--- src/rtl/ldm_stm_seq_pkg.sv ---
// ldm_stm_pkg: shared definitions for the LDM/STM block-transfer sequencer.
//   state_t  - sequencer FSM states (IDLE, CALC, XFER, WB, DONE)
//   amode_t  - addressing modes, encoded as {pre, up}
//   REG_PC   - architectural register number of the program counter
//   REG_W    - register-number width
package ldm_stm_pkg;

  localparam int REG_W = 4;
  localparam logic [REG_W-1:0] REG_PC = 4'd15;

  typedef enum logic [2:0] {
    S_IDLE = 3'd0,
    S_CALC = 3'd1,
    S_XFER = 3'd2,
    S_WB   = 3'd3,
    S_DONE = 3'd4
  } state_t;

  // Encoding is {P, U} straight from the instruction bits.
  typedef enum logic [1:0] {
    AM_DA = 2'b00,
    AM_IA = 2'b01,
    AM_DB = 2'b10,
    AM_IB = 2'b11
  } amode_t;

endpackage

--- src/rtl/ldm_stm_seq_if.sv ---
// ldm_stm_seq_if: memory word-transfer bus plus register-file ports of the
// LDM/STM sequencer.
//   mem_req/mem_we/mem_addr/mem_wdata  sequencer -> memory
//   mem_ready/mem_rdata                memory -> sequencer
//   rf_ra                              sequencer -> register file read address
//   rf_rd                              register file -> sequencer read data
//   rf_we/rf_wa/rf_wd                  sequencer -> register file write port
// Modports: master (sequencer side), slave (memory/register-file side).
interface ldm_stm_seq_if
  import ldm_stm_pkg::*;
#(
  parameter int DATA_W = 32
);

  logic              mem_req;
  logic              mem_we;
  logic [DATA_W-1:0] mem_addr;
  logic [DATA_W-1:0] mem_wdata;
  logic              mem_ready;
  logic [DATA_W-1:0] mem_rdata;
  logic [REG_W-1:0]  rf_ra;
  logic [DATA_W-1:0] rf_rd;
  logic              rf_we;
  logic [REG_W-1:0]  rf_wa;
  logic [DATA_W-1:0] rf_wd;

  modport master (
    output mem_req, mem_we, mem_addr, mem_wdata, rf_ra, rf_we, rf_wa, rf_wd,
    input  mem_ready, mem_rdata, rf_rd
  );

  modport slave (
    input  mem_req, mem_we, mem_addr, mem_wdata, rf_ra, rf_we, rf_wa, rf_wd,
    output mem_ready, mem_rdata, rf_rd
  );

endinterface

--- src/rtl/ldm_stm_seq_reglist_scan.sv ---
// reglist_scan: combinational scan of a register list.
//   list  in   NREGS        register list, bit i = register i
//   idx   out  clog2(NREGS) index of the lowest set bit (0 when list is empty)
//   cnt   out  clog2+1      number of set bits
module reglist_scan
  import ldm_stm_pkg::*;
#(
  parameter int NREGS = 16,
  localparam int IDX_W = $clog2(NREGS),
  localparam int CNT_W = $clog2(NREGS) + 1
) (
  input  logic [NREGS-1:0] list,
  output logic [IDX_W-1:0] idx,
  output logic [CNT_W-1:0] cnt
);

  always_comb begin
    idx = '0;
    cnt = '0;
    // Walking downwards leaves the lowest set bit as the final assignment.
    for (int i = NREGS - 1; i >= 0; i--) begin
      if (list[i]) idx = IDX_W'(i);
    end
    for (int i = 0; i < NREGS; i++) begin
      cnt = cnt + CNT_W'(list[i]);
    end
  end

endmodule

--- src/rtl/ldm_stm_seq.sv ---
// ldm_stm_seq: multi-cycle sequencer for ARM LDM/STM block transfers.
// Walks the latched register list lowest-register-first, one memory word per
// set bit at ascending addresses, then optionally writes the final base back.
//   clk, reset                  clock (rising edge), async active-high reset
//   start                       launch, sampled only in IDLE
//   load/pre/up/wback           LDM vs STM, P, U and W bits (latched at start)
//   base_reg, base, reglist     base register number/value, register list
//   bus (master)                memory bus and register-file ports
//   pc_we, pc_wd                PC write for loads / writeback targeting r15
//   busy, done                  busy while sequencing; one-cycle done pulse
module ldm_stm_seq
  import ldm_stm_pkg::*;
#(
  parameter int DATA_W = 32,
  parameter int NREGS  = 16
) (
  input  logic               clk,
  input  logic               reset,
  input  logic               start,
  input  logic               load,
  input  logic               pre,
  input  logic               up,
  input  logic               wback,
  input  logic [REG_W-1:0]   base_reg,
  input  logic [DATA_W-1:0]  base,
  input  logic [NREGS-1:0]   reglist,
  ldm_stm_seq_if.master      bus,
  output logic               pc_we,
  output logic [DATA_W-1:0]  pc_wd,
  output logic               busy,
  output logic               done
);

  localparam int IDX_W = $clog2(NREGS);
  localparam int CNT_W = $clog2(NREGS) + 1;

  state_t             state;
  logic               load_l;
  logic               wback_l;
  amode_t             mode_l;
  logic [REG_W-1:0]   base_reg_l;
  logic [NREGS-1:0]   list_l;
  logic [NREGS-1:0]   rem;
  logic [DATA_W-1:0]  base_l;
  logic [DATA_W-1:0]  addr;
  logic [DATA_W-1:0]  final_base;

  logic [IDX_W-1:0]   cur_idx;
  logic [CNT_W-1:0]   cnt;
  logic [NREGS-1:0]   rem_clr;
  logic               xfer, st_x, ld_hit, wb_st;

  // In CALC rem still equals the full list, so cnt there is N.
  reglist_scan #(.NREGS(NREGS)) u_scan (
    .list (rem),
    .idx  (cur_idx),
    .cnt  (cnt)
  );

  function automatic logic [DATA_W-1:0] span_of(input logic [CNT_W-1:0] n);
    span_of = DATA_W'(n) << 2;
  endfunction

  // Lowest address touched; transfers always ascend from here.
  function automatic logic [DATA_W-1:0] first_addr(input logic [DATA_W-1:0] b,
                                                   input logic [CNT_W-1:0]  n,
                                                   input amode_t            m);
    case (m)
      AM_IA:   first_addr = b;
      AM_IB:   first_addr = b + DATA_W'(4);
      AM_DA:   first_addr = b - span_of(n) + DATA_W'(4);
      default: first_addr = b - span_of(n);
    endcase
  endfunction

  function automatic logic [DATA_W-1:0] end_base(input logic [DATA_W-1:0] b,
                                                 input logic [CNT_W-1:0]  n,
                                                 input logic              u);
    end_base = u ? (b + span_of(n)) : (b - span_of(n));
  endfunction

  assign rem_clr = rem & ~(NREGS'(1) << cur_idx);

  // Control state: FSM and latched instruction fields.
  always_ff @(posedge clk or posedge reset) begin
    if (reset) begin
      state      <= S_IDLE;
      load_l     <= 1'b0;
      wback_l    <= 1'b0;
      mode_l     <= AM_DA;
      base_reg_l <= '0;
      list_l     <= '0;
      rem        <= '0;
    end else begin
      case (state)
        S_IDLE: begin
          if (start) begin
            load_l     <= load;
            wback_l    <= wback;
            mode_l     <= amode_t'({pre, up});
            base_reg_l <= base_reg;
            list_l     <= reglist;
            rem        <= reglist;
            state      <= S_CALC;
          end
        end
        S_CALC: state <= (rem == '0) ? S_DONE : S_XFER;
        S_XFER: begin
          if (bus.mem_ready) begin
            rem <= rem_clr;
            if (rem_clr == '0) begin
              // A loaded base register overrides the writeback value.
              state <= (wback_l && !(load_l && list_l[base_reg_l])) ? S_WB : S_DONE;
            end
          end
        end
        S_WB:    state <= S_DONE;
        default: state <= S_IDLE;
      endcase
    end
  end

  // Address datapath: outputs are gated by state, so no reset is needed here.
  always_ff @(posedge clk) begin
    if (state == S_IDLE && start) base_l <= base;
    if (state == S_CALC) begin
      addr       <= first_addr(base_l, cnt, mode_l);
      final_base <= end_base(base_l, cnt, mode_l[0]);
    end
    if (state == S_XFER && bus.mem_ready) addr <= addr + DATA_W'(4);
  end

  assign xfer   = (state == S_XFER);
  assign st_x   = xfer & ~load_l;
  assign ld_hit = xfer & load_l & bus.mem_ready;
  assign wb_st  = (state == S_WB);

  always_comb begin
    bus.mem_req   = xfer;
    bus.mem_we    = st_x;
    bus.mem_addr  = xfer ? {addr[DATA_W-1:2], 2'b00} : '0;
    bus.mem_wdata = st_x ? bus.rf_rd : '0;
    bus.rf_ra     = st_x ? REG_W'(cur_idx) : '0;
    bus.rf_we     = 1'b0;
    bus.rf_wa     = '0;
    bus.rf_wd     = '0;
    pc_we         = 1'b0;
    pc_wd         = '0;
    // r15 is never written through the register-file port.
    if (ld_hit) begin
      if (REG_W'(cur_idx) == REG_PC) begin
        pc_we = 1'b1;
        pc_wd = bus.mem_rdata;
      end else begin
        bus.rf_we = 1'b1;
        bus.rf_wa = REG_W'(cur_idx);
        bus.rf_wd = bus.mem_rdata;
      end
    end else if (wb_st) begin
      if (base_reg_l == REG_PC) begin
        pc_we = 1'b1;
        pc_wd = final_base;
      end else begin
        bus.rf_we = 1'b1;
        bus.rf_wa = base_reg_l;
        bus.rf_wd = final_base;
      end
    end
    busy = (state == S_CALC) || (state == S_XFER) || (state == S_WB);
    done = (state == S_DONE);
  end

endmodule

--- src/flat_wrapper.sv ---
// flat-port wrapper written by rule: the top's interface ports become plain ports
module ldm_stm_seq_flat import ldm_stm_pkg::*;
#(
  parameter int DATA_W = 32,
  parameter int NREGS  = 16
)
  (clk, reset, start, load, pre, up, wback, base_reg, base, reglist, pc_we, pc_wd, busy, done, bus_mem_req, bus_mem_we, bus_mem_addr, bus_mem_wdata, bus_rf_ra, bus_rf_we, bus_rf_wa, bus_rf_wd, bus_mem_ready, bus_mem_rdata, bus_rf_rd);
  ldm_stm_seq_if #(.DATA_W(DATA_W)) bus_i ();
  input  logic clk;
  input  logic reset;
  input  logic start;
  input  logic load;
  input  logic pre;
  input  logic up;
  input  logic wback;
  input  logic [REG_W-1:0] base_reg;
  input  logic [DATA_W-1:0] base;
  input  logic [NREGS-1:0] reglist;
  output logic pc_we;
  output logic [DATA_W-1:0] pc_wd;
  output logic busy;
  output logic done;
  output wire logic [$bits(bus_i.mem_req)-1:0] bus_mem_req;
  output wire logic [$bits(bus_i.mem_we)-1:0] bus_mem_we;
  output wire logic [$bits(bus_i.mem_addr)-1:0] bus_mem_addr;
  output wire logic [$bits(bus_i.mem_wdata)-1:0] bus_mem_wdata;
  output wire logic [$bits(bus_i.rf_ra)-1:0] bus_rf_ra;
  output wire logic [$bits(bus_i.rf_we)-1:0] bus_rf_we;
  output wire logic [$bits(bus_i.rf_wa)-1:0] bus_rf_wa;
  output wire logic [$bits(bus_i.rf_wd)-1:0] bus_rf_wd;
  input wire logic [$bits(bus_i.mem_ready)-1:0] bus_mem_ready;
  input wire logic [$bits(bus_i.mem_rdata)-1:0] bus_mem_rdata;
  input wire logic [$bits(bus_i.rf_rd)-1:0] bus_rf_rd;
  assign bus_mem_req = bus_i.mem_req;
  assign bus_mem_we = bus_i.mem_we;
  assign bus_mem_addr = bus_i.mem_addr;
  assign bus_mem_wdata = bus_i.mem_wdata;
  assign bus_rf_ra = bus_i.rf_ra;
  assign bus_rf_we = bus_i.rf_we;
  assign bus_rf_wa = bus_i.rf_wa;
  assign bus_rf_wd = bus_i.rf_wd;
  assign bus_i.mem_ready = bus_mem_ready;
  assign bus_i.mem_rdata = bus_mem_rdata;
  assign bus_i.rf_rd = bus_rf_rd;
  ldm_stm_seq #(.DATA_W(DATA_W), .NREGS(NREGS)) u_core (.clk(clk), .reset(reset), .start(start), .load(load), .pre(pre), .up(up), .wback(wback), .base_reg(base_reg), .base(base), .reglist(reglist), .bus(bus_i), .pc_we(pc_we), .pc_wd(pc_wd), .busy(busy), .done(done));
endmodule
--- config.mk ---
export PLATFORM = sky130hd
export DESIGN_NAME = ldm_stm_seq_flat
export DESIGN_NICKNAME = d
export VERILOG_FILES = /design/src/rtl/ldm_stm_seq_pkg.sv /design/src/rtl/ldm_stm_seq_if.sv /design/src/rtl/ldm_stm_seq_reglist_scan.sv /design/src/rtl/ldm_stm_seq.sv /design/src/flat_wrapper.sv
export SDC_FILE = /design/constraint.sdc
export NUM_CORES = 1
export LEC_CHECK = 0
export CAP_MARGIN = 20
export CORE_ASPECT_RATIO = 0.5
export CORE_MARGIN = 2
export CORE_UTILIZATION = 35
export CTS_BUF_LIST = sky130_fd_sc_hd__clkbuf_8
export CTS_CLUSTER_SIZE = 24
export DETAILED_ROUTE_END_ITERATION = 10
export SLEW_MARGIN = 20
export SYNTH_ARGS = -nofsm -noshare
export SYNTH_HDL_FRONTEND = slang
export SYNTH_SLANG_ARGS = --single-unit
--- constraint.sdc ---
create_clock -name clk -period 6.2 [get_ports clk]
set_clock_uncertainty 0.05 [all_clocks]
set_input_delay 0.62 -clock clk [delete_from_list [all_inputs] [get_ports clk]]
set_output_delay 0.62 -clock clk [all_outputs]
set_load 0.05 [all_outputs]
* Word-level counts from Yosys, hierarchy flattened
Index checks and enable logic that the tools add are counted.
** Operators by class
- Equal/unequal tests :: 11
- Reductions and logical operators :: 16
- Bitwise logic cells :: 6
- Shifts and indexed selects :: 1
- Magnitude comparators :: 1
- Add/sub/neg operators :: 20
- Muxes and demuxes :: 54
** Operators with widths (number)
- $mux 32 :: 13
- $add 32x3->32 const B :: 3
- $pmux 32 s3 :: 1
- $mux 4 :: 21
- $add 5x1->5 :: 11
- $add 32x7->32 :: 1
- $logic_not 16->1 :: 2
- $mux 16 :: 2
- $pmux 16 s2 :: 1
- $sub 32x7->32 :: 1
- $and 16x16->16 :: 1
- $not 16->16 :: 1
- $shl 1x4->16 const A :: 1
- $mux 3 :: 5
- $pmux 3 s4 :: 1
- $mux 1 :: 9
- $eq 4x4->1 const B :: 2
- $eq 3x2->1 const B :: 2
- $ne 2x2->1 const B :: 3
- $reduce_and 3->1 :: 2
- $add 4x1->5 :: 1
- $lt 4x5->1 const B :: 1
- $add 3x1->4 :: 1
- $bmux 1 s4 :: 1
- other kinds (15) :: 22
** Word-level totals
- Input bits :: 124
- Register bits :: 139
- Output and inout port bits :: 142

* Depth between registers and ports, before layout
Gate-level depths: netlist (run 1).
- Depth after elaboration :: 23
- Mapped depth :: 26

* Cells and area by module
A second synthesis (run 1) with hierarchy kept.
** Second synthesis, totals
- Cells, all modules :: 1293
- Area total of the unflattened synthesis :: 11050.6 um^2
** By module, submodules not included
- ldm_stm_seq :: sequential area each 3898.7 um^2, times used 1, cells each 1222, area an instance 10500.1 um^2
- reglist_scan :: sequential area each 0.0 um^2, times used 1, cells each 71, area an instance 550.5 um^2

* Worst setup path after synthesis (run 1)
Ideal clock, no wire load.
- Kind :: reg-to-reg
- Start :: register u_core.rem[3]
- End :: register u_core.addr[30], data pin
- Slack :: -0.314 ns
- Stages on the path, launching flop included :: 20
- Buffers on the path :: 1
- Data arrival time :: 6.203 ns
- Setup time :: 0.261 ns
- Cell sequence :: dfrtp_1 > clkbuf_1 > inv_1 > fa_1 > fa_1 > fa_1 > fa_1 > inv_1 > ha_1 > fa_1 > fa_1 > nor2_1 > o31ai_2 > xnor2_1 > a2111oi_0 > nand4_1 > nor4_2 > nor3b_2 > xnor2_1 > a221o_1
** Between the ends
- Cells in the longest elaborated chain, start to end :: 18
** RTL lines
- start, declared :: RTL line ldm_stm_seq.sv:43 : logic [NREGS-1:0] rem;
- start signal, assigned :: RTL line ldm_stm_seq.sv:103 : rem <= reglist;
- start signal, assigned :: RTL line ldm_stm_seq.sv:110 : rem <= rem_clr;
- $add 3x1->4 (*) :: RTL line ldm_stm_seq_reglist_scan.sv:25 : cnt = cnt + CNT_W'(list[i]);
- $add 4x1->5 (*) :: RTL line ldm_stm_seq_reglist_scan.sv:25
- $add 5x1->5 (*) (11 in a row) :: RTL line ldm_stm_seq_reglist_scan.sv:25
- $sub 32x7->32 (*) :: RTL line ldm_stm_seq.sv:71, ldm_stm_seq.sv:72
- $add 32x3->32 :: RTL line ldm_stm_seq.sv:71 : AM_DA: first_addr = b - span_of(n) + DATA_W'(4);
- $pmux 32 s3 (*) :: RTL line ldm_stm_seq.sv:68 : case (m)
- $mux 32 (*) :: RTL line ldm_stm_seq.sv:126 : if (state == S_CALC) begin
- $mux 32 (*) :: RTL line ldm_stm_seq.sv:130 : if (state == S_XFER && bus.mem_ready) addr <= addr + DATA_W'(4);
- end signal, assigned :: RTL line ldm_stm_seq.sv:127 : addr <= first_addr(base_l, cnt, mode_l);
- end signal, assigned :: RTL line ldm_stm_seq.sv:130
- end, declared :: RTL line ldm_stm_seq.sv:45 : logic [DATA_W-1:0] addr;
Mark *: on every way between the ends. The rest lies on a longest branch, timed or not. The select of a mux whose other input is x is not followed.
A chain may end at the register's enable or synchronous reset.

* Final worst setup path (run 1)
- Start :: register u_core.rem[11]
- End :: register u_core.addr[30], data pin
** Between the ends
- Cells in the longest elaborated chain, start to end :: 10
** RTL lines (RTL line)
- $add 5x1->5 (*) (5 in a row) :: ldm_stm_seq_reglist_scan.sv:25
- $sub 32x7->32 (*) :: ldm_stm_seq.sv:71, ldm_stm_seq.sv:72
- $add 32x3->32 :: ldm_stm_seq.sv:71
- $pmux 32 s3 (*) :: ldm_stm_seq.sv:68
- $mux 32 (*) :: ldm_stm_seq.sv:126
- $mux 32 (*) :: ldm_stm_seq.sv:130
Marks and branches as above.

==> results of run 1 <==
## cell usage in the layout (no fill, tap or decap), types with 6 or more instances in the layout
cell type        count
a211oi_1             6
a211oi_2             6
a21o_1              12
a21oi_1             86
a22o_1              71
a31oi_1             13
and2_1              40
and3_1              48
and4_1               7
buf_4              167
buf_6               12
clkbuf_8            18
clkdlybuf4s50_1    192
dfrtp_1             43
dlymetal6s2s_1      70
edfxtp_1            94
fa_1                10
ha_1                13
inv_1               43
inv_2                6
nand2_1            153
nand3_1             37
nand4_1             24
nor2_1              89
nor2_2               7
nor2b_1              7
nor3_1              37
nor3_2               7
nor4_1              14
nor4_4               6
o211ai_1             9
o21ai_0             44
o22ai_1              7
or2_2                7
xnor2_1             70
xor2_1              30
## per-stage QoR
step                      instances  instance area [sq um]
after floorplan                1295                  11300
after global placement         2032                  15100
after detailed placement       2032                  15100
after CTS                      2096                  16100
after global routing           2103                  16500
final                          2103                  16500
## metal layers
| metal | wire length (um) | track usage | up-vias |
|---|---|---|---|
| met5 | 0 | 0 | - |
| met4 | 1240 | 0.0964 | 0 |
| met3 | 2220 | 0.0413 | 74 |
| met2 | 20900 | 0.439 | 385 |
| met1 | 19900 | 0.344 | 5790 |
| li1 | - | - | 5462 |
## flip-flops by register name, indices dropped and copies added, names as in the netlist
register and count:
u_core.load_l 1, u_core.base_reg_l 4, u_core.list_l 16, u_core.addr 30, u_core.final_base 32, u_core.wback_l 1, u_core.mode_l 2, u_core.state 3
u_core.rem 16, u_core.base_l 32
## layout make-up
cell class	count	area (sq um)	area share
repair buffers	442	4190	0.255
clock inverters	14	206	0.0125
flip-flops and latches	137	3900	0.237
clock buffers	18	248	0.0151
inverters	49	184	0.0112
well taps	432	541	0.0329
multi-input cells	1011	7180	0.437
## worst max-delay path by stage
stage,startpoint,slack [ns],to,depth (start not counted)
global route,u_core.rem[11],-0.46,u_core.addr[30],22
global placement,u_core.rem[11],-0.17,u_core.addr[25],21
floorplan,u_core.rem[11],0.007,u_core.addr[25],22
detailed placement,u_core.rem[5],-0.24,u_core.addr[25],21
CTS,u_core.rem[3],-0.1,u_core.addr[30],21
finish,u_core.rem[11],-0.16,u_core.addr[30],20
## critical path: stages, from the launching register on
cell and delay, ns:
dfrtp_1 0.36, inv_2 0.05, fa_1 0.51, fa_1 0.58, fa_1 0.44, fa_1 0.51, inv_2 0.05, ha_4 0.16
fa_2 0.59, ha_4 0.22, or2_4 0.24, a2111o_2 0.60, buf_6 0.16, nand4_1 0.10, xor2_2 0.09, or2_4 0.29
buf_6 0.12, nor4_4 0.33, nor3b_2 0.24, xnor2_1 0.09, a221o_1 0.33
## repair_timing
| action | in CTS | in global routing |
|---|---|---|
| pin swaps | 36 | 33 |
| setup buffers | 32 | 7 |
| hold endpoints to repair | 0 | 0 |
| endpoints found under the setup margin | 14 | 94 |
| gates resized for setup | 54 | 105 |
## kinds of logic (layout without fill, tap and decap cells)
logic type      Yosys count  count (layout)  share of synthesized area
xor+xnor                105             105                     0.0822
buf+inv                 147             523                     0.0538
other cells               1               2                   0.000335
flops                   137             137                      0.348
compound gates          334             334                      0.211
simple gates            526             526                      0.243
mux                      10              10                     0.0146
fa+ha+maj                34              34                     0.0460
==> summary.md, run 1 <==
| Metric | Value |
|---|---|
| Pre-CTS WS | -0.238 ns |
| Post-synth EDFFs | 94 |
| Top-area cell type share of the netlist area | 0.252 |
| Post-Route WL | 44200 um |
| Hold Path End | u_core.final_base[1] |
| Die H | 130 um |
| First-pass GRT wire length | 67500 um |
| Worst r2r path cells | 20 |
| FMAX | 0.157 GHz |
| Final antenna-violating net count | 0 |
| Setup TNS | -1.35 ns |
| Critical Path Fanout Max | 8 |
| Largest net degree at the start of global routing | 63 |
| Share of cells above drive strength 1 | 0.192 |
| CTS Root Cell | clkbuf_8 |
| Post-synth ARST share | 0.314 |
| Global Route Usage Sum | 0.261 |
| HP Start | u_core.base_l[1] |
| Tightest Pin Transition | 1.04 ns |
| Crit path time final | approximately 6.4 ns |
| Register area share after synthesis | 0.348 |
| Post-synthesis cell type count | 84 |
| Post-route setup slack | -0.164 ns |
| Hold Slack | 0.377 ns |
| Max-slew violation count | 0 |
| Fin. Hold Viols | 0 |
| H-tree levels | 4 |
| Period utilization | 1.03 |
| Core area | 31600 sq um |
| Chip Width | about 260 um |
| Main flop type after synthesis | edfxtp_1 |
| Violated checks | negative setup slack |
| Number of nets in the layout | 1816 |
| Initial Util | 0.354 |
| Clk sink count | about 140 |
| Hold crit path type | flip-flop to flip-flop |
| Clk_lat worst skew | 0.50 ns |
| Overall via count from detail_route | 11700 |
| Initial antenna violation count | 0 |
| Slew HR | 0.299 |
| Vias in the first global route | 11600 |
| Mapped Area | 11200 sq um |
| Status | finished with violations |
| Area contributors post-synth | edfxtp_1 (25%), dfrtp_1 (9.6%), xnor2_1 (5.6%) |
| DRC Markers | 0 |
| Most area-hungry cell type in the Yosys netlist | edfxtp_1 |
| R2R Path Start | u_core.rem[11] |
| Die area | approximately 34000 sq um |
| Post-CTS Hold Buffers | 0 |
| Rows | 46 |
| Finished Core Util | 0.521 |
| Reg clk slew, reported paths | 0.08 ns |
| Unrepaired setup endpoints after global routing | yes |
| Vias per inst | 5.57 |
| Worst reg2reg setup slack | -0.16 ns |
| Fillers | between 2000 and 3000 |
| DRT Pass-1 Iters | 7 |
| Most common cell in the netlist | nand2_1 |
| Hold depth | 0 |
| Area growth syn-to-layout | 47.0% |
| Final setup viols | 15 |
| Global placement routability congestion | 0.946 |
| Clock tree buffer depth | 2 |
| Top cells by count, synth | nand2_1 (153), nor2_1 (98), edfxtp_1 (94) |
| Synth warnings | 0 |
| Syn_area_per_cell | a little under 9 sq um |
| DR iter-0 viols | 962 |
| Total grt overflow | 0 |
| Antenna Cells | 0 |
| Per-cell routed wire length | 21.0 um |
| CP startpoint kind | flip-flop |
| CTS Buf Count | 17 |
| Register bit count reported by yosys | roughly 140 |
| WS Path Type | flip-flop to flip-flop |
| Critical Path AT | roughly 6.6 ns |
| Port bufs | between 200 and 300 |
| IO Pins | 266 |
| CP Capture Type | flip-flop |
| Hpwl dp | 33500 um |
| Max-cap violations | 0 |
| Syn Inst Count | 1294 |
| R2R Path End | u_core.addr[30] |
| Worst endpoint required time | about 6.4 ns |
| CTS tree | yes |
Power of run 1 is not shown: default switching activity piles up to over one toggle a cycle in this logic, so the estimate is an artifact.
==> inputs of run 2 (changes only) <==
CORE_UTILIZATION = 47   (was 35)
CTS_CLUSTER_DIAMETER = 100   (was not set)
PLACE_DENSITY = 0.79   (was not set)
==> summary.md, run 2 (same netlist as run 1, synthesis figures left out) <==
| Metric | Value |
|---|---|
| Status | finished with violations |
| Violated checks | negative setup slack |
| Overall via count from detail_route | 12000 |
| Clk_lat worst skew | 0.52 ns |
| Reg clk slew, reported paths | 0.10 ns |
| Post-CTS Hold Buffers | 0 |
| Share of cells above drive strength 1 | 0.187 |
| Port bufs | between 200 and 300 |
| HP Start | u_core.base_l[0] |
| Clock tree buffer depth | 2 |
| Fin. Hold Viols | 0 |
| Initial Util | 0.485 |
| FMAX | 0.158 GHz |
| Tightest Pin Transition | 1.00 ns |
| IO Pins | 266 |
| Global placement routability congestion | 1.01 |
| Placed cell area | 14900 sq um |
| Post-route setup slack | -0.140 ns |
| Area growth syn-to-layout | 44.1% |
| CTS Root Cell | clkbuf_8 |
| Total grt overflow | 0 |
| Most frequent cells in the layout | clkdlybuf4s50_1 (225), buf_4 (156), nand2_1 (153) |
| Crit path time final | 6.34 ns |
| Vias per inst | 6.10 |
| Largest net degree at the start of global routing | 46 |
| Antenna Cells | 0 |
| Largest registers | u_core.base_l: 32 flops, u_core.final_base: 32 flops, u_core.addr: 30 flops |
| Chip Width | 222 um |
| CTS Buf Count | 17 |
| Hold depth | 0 |
| Post-route design area | ~16000 sq um |
| CP startpoint kind | flip-flop |
| Final antenna-violating net count | 0 |
| Critical Path Fanout Max | 4 |
| Unrepaired setup endpoints after global routing | yes |
| WS Path Type | flip-flop to flip-flop |
| DR iter-0 viols | 1213 |
| CP Launch Point | u_core.rem[11] |
| Die H | 113 um |
| Initial antenna violation count | 0 |
| Worst r2r path cells | 21 |
| Clk sink count | about 140 |
| Hold crit path type | flip-flop to flip-flop |
| Pre-CTS WS | -0.275 ns |
| Slew HR | 0.332 |
| R2R Path Start | u_core.rem[11] |
| Period utilization | 1.02 |
| Hpwl dp | 32500 um |
| Critical Path AT | 6.67 ns |
| Final setup viols | 12 |
| Per-cell routed wire length | 21.9 um |
| First-pass GRT wire length | around 65000 um |
| Max-slew violation count | 0 |
| Number of nets in the layout | about 1800 |
| Core area | 23100 sq um |
| CP Capture Type | flip-flop |
| Vias in the first global route | 11600 |
| CTS tree | yes |
| Commonest non-fill, non-tap cell in the layout | clkdlybuf4s50_1 |
| Max-cap violations | 0 |
| Post-Route WL | 43100 um |
| H-tree levels | 4 |
| Rows | 39 |
| Global Route Usage Sum | 0.337 |
| Worst endpoint required time | 6.53 ns |
| DRT Pass-1 Iters | 5 |
| DRC Markers | 0 |
| Die area | 25100 sq um |
-- run 2: timing repair --
action,4_1_cts,5_1_grt
setup endpoints to repair,15,61
resized for setup,30,107
setup buffers,30,10
pin swaps,15,38
-- run 2: layer usage --
| metal | track usage | part of all wire | up-vias |
|---|---|---|---|
| li1 | - | - | 5458 |
| met1 | 0.434 | 0.42 | 5895 |
| met2 | 0.559 | 0.48 | 553 |
| met3 | 0.0717 | 0.075 | 93 |
| met4 | 0.131 | 0.029 | 0 |
| met5 | 0 | 0 | - |
-- run 2: final timing paths --
check / slack, ns / end
min in group asynchronous: 0.50 / u_core.base_reg_l[0]
max in group asynchronous: 5.21 / u_core.rem[3]
hold / removal: 0.38 / u_core.final_base[0]
setup / recovery: -0.14 / u_core.addr[25]
setup reg to reg: -0.14 / u_core.addr[25]
hold reg to reg: 0.38 / u_core.final_base[0]
-- run 2: cell type report --
type	instances	area, sq um
clock buffers	17	234
clock inverters	15	143
fillers	1811	6940
inverters	49	184
multi-input cells	1011	7260
flip-flops and latches	137	3900
well taps	307	384
repair buffers	430	4030
-- run 2: per-stage QoR --
step / setup TNS [ns] / utilization / hold WS (ns) / cells
2_1_floorplan: 0 / - / 0.350 / 1295
3_3_place_gp: -0.457 / 0.644 / 0.352 / 1894
3_5_place_dp: -1.69 / 0.645 / 0.357 / 1894
4_1_cts: -0.194 / 0.677 / 0.377 / 1956
5_1_grt: -5.77 / 0.699 / 0.398 / 1966
6_report: -0.842 / 0.699 / 0.382 / 1966
-- run 2: critical path, cell delays in order (launching register included) --
cell and delay [ns]:
dfrtp_1 0.37, inv_2 0.05, fa_1 0.51, fa_1 0.58, fa_1 0.46, fa_1 0.55, inv_2 0.05, ha_4 0.16
fa_2 0.62, ha_4 0.23, or2_4 0.28, a2111oi_4 0.29, buf_4 0.20, buf_6 0.11, o311ai_4 0.08, o211ai_1 0.14
buf_4 0.16, nand4_4 0.12, or4_4 0.61, o21a_1 0.21, o311a_1 0.29, nor2_1 0.10
Power of run 2 is left out for the same reason.
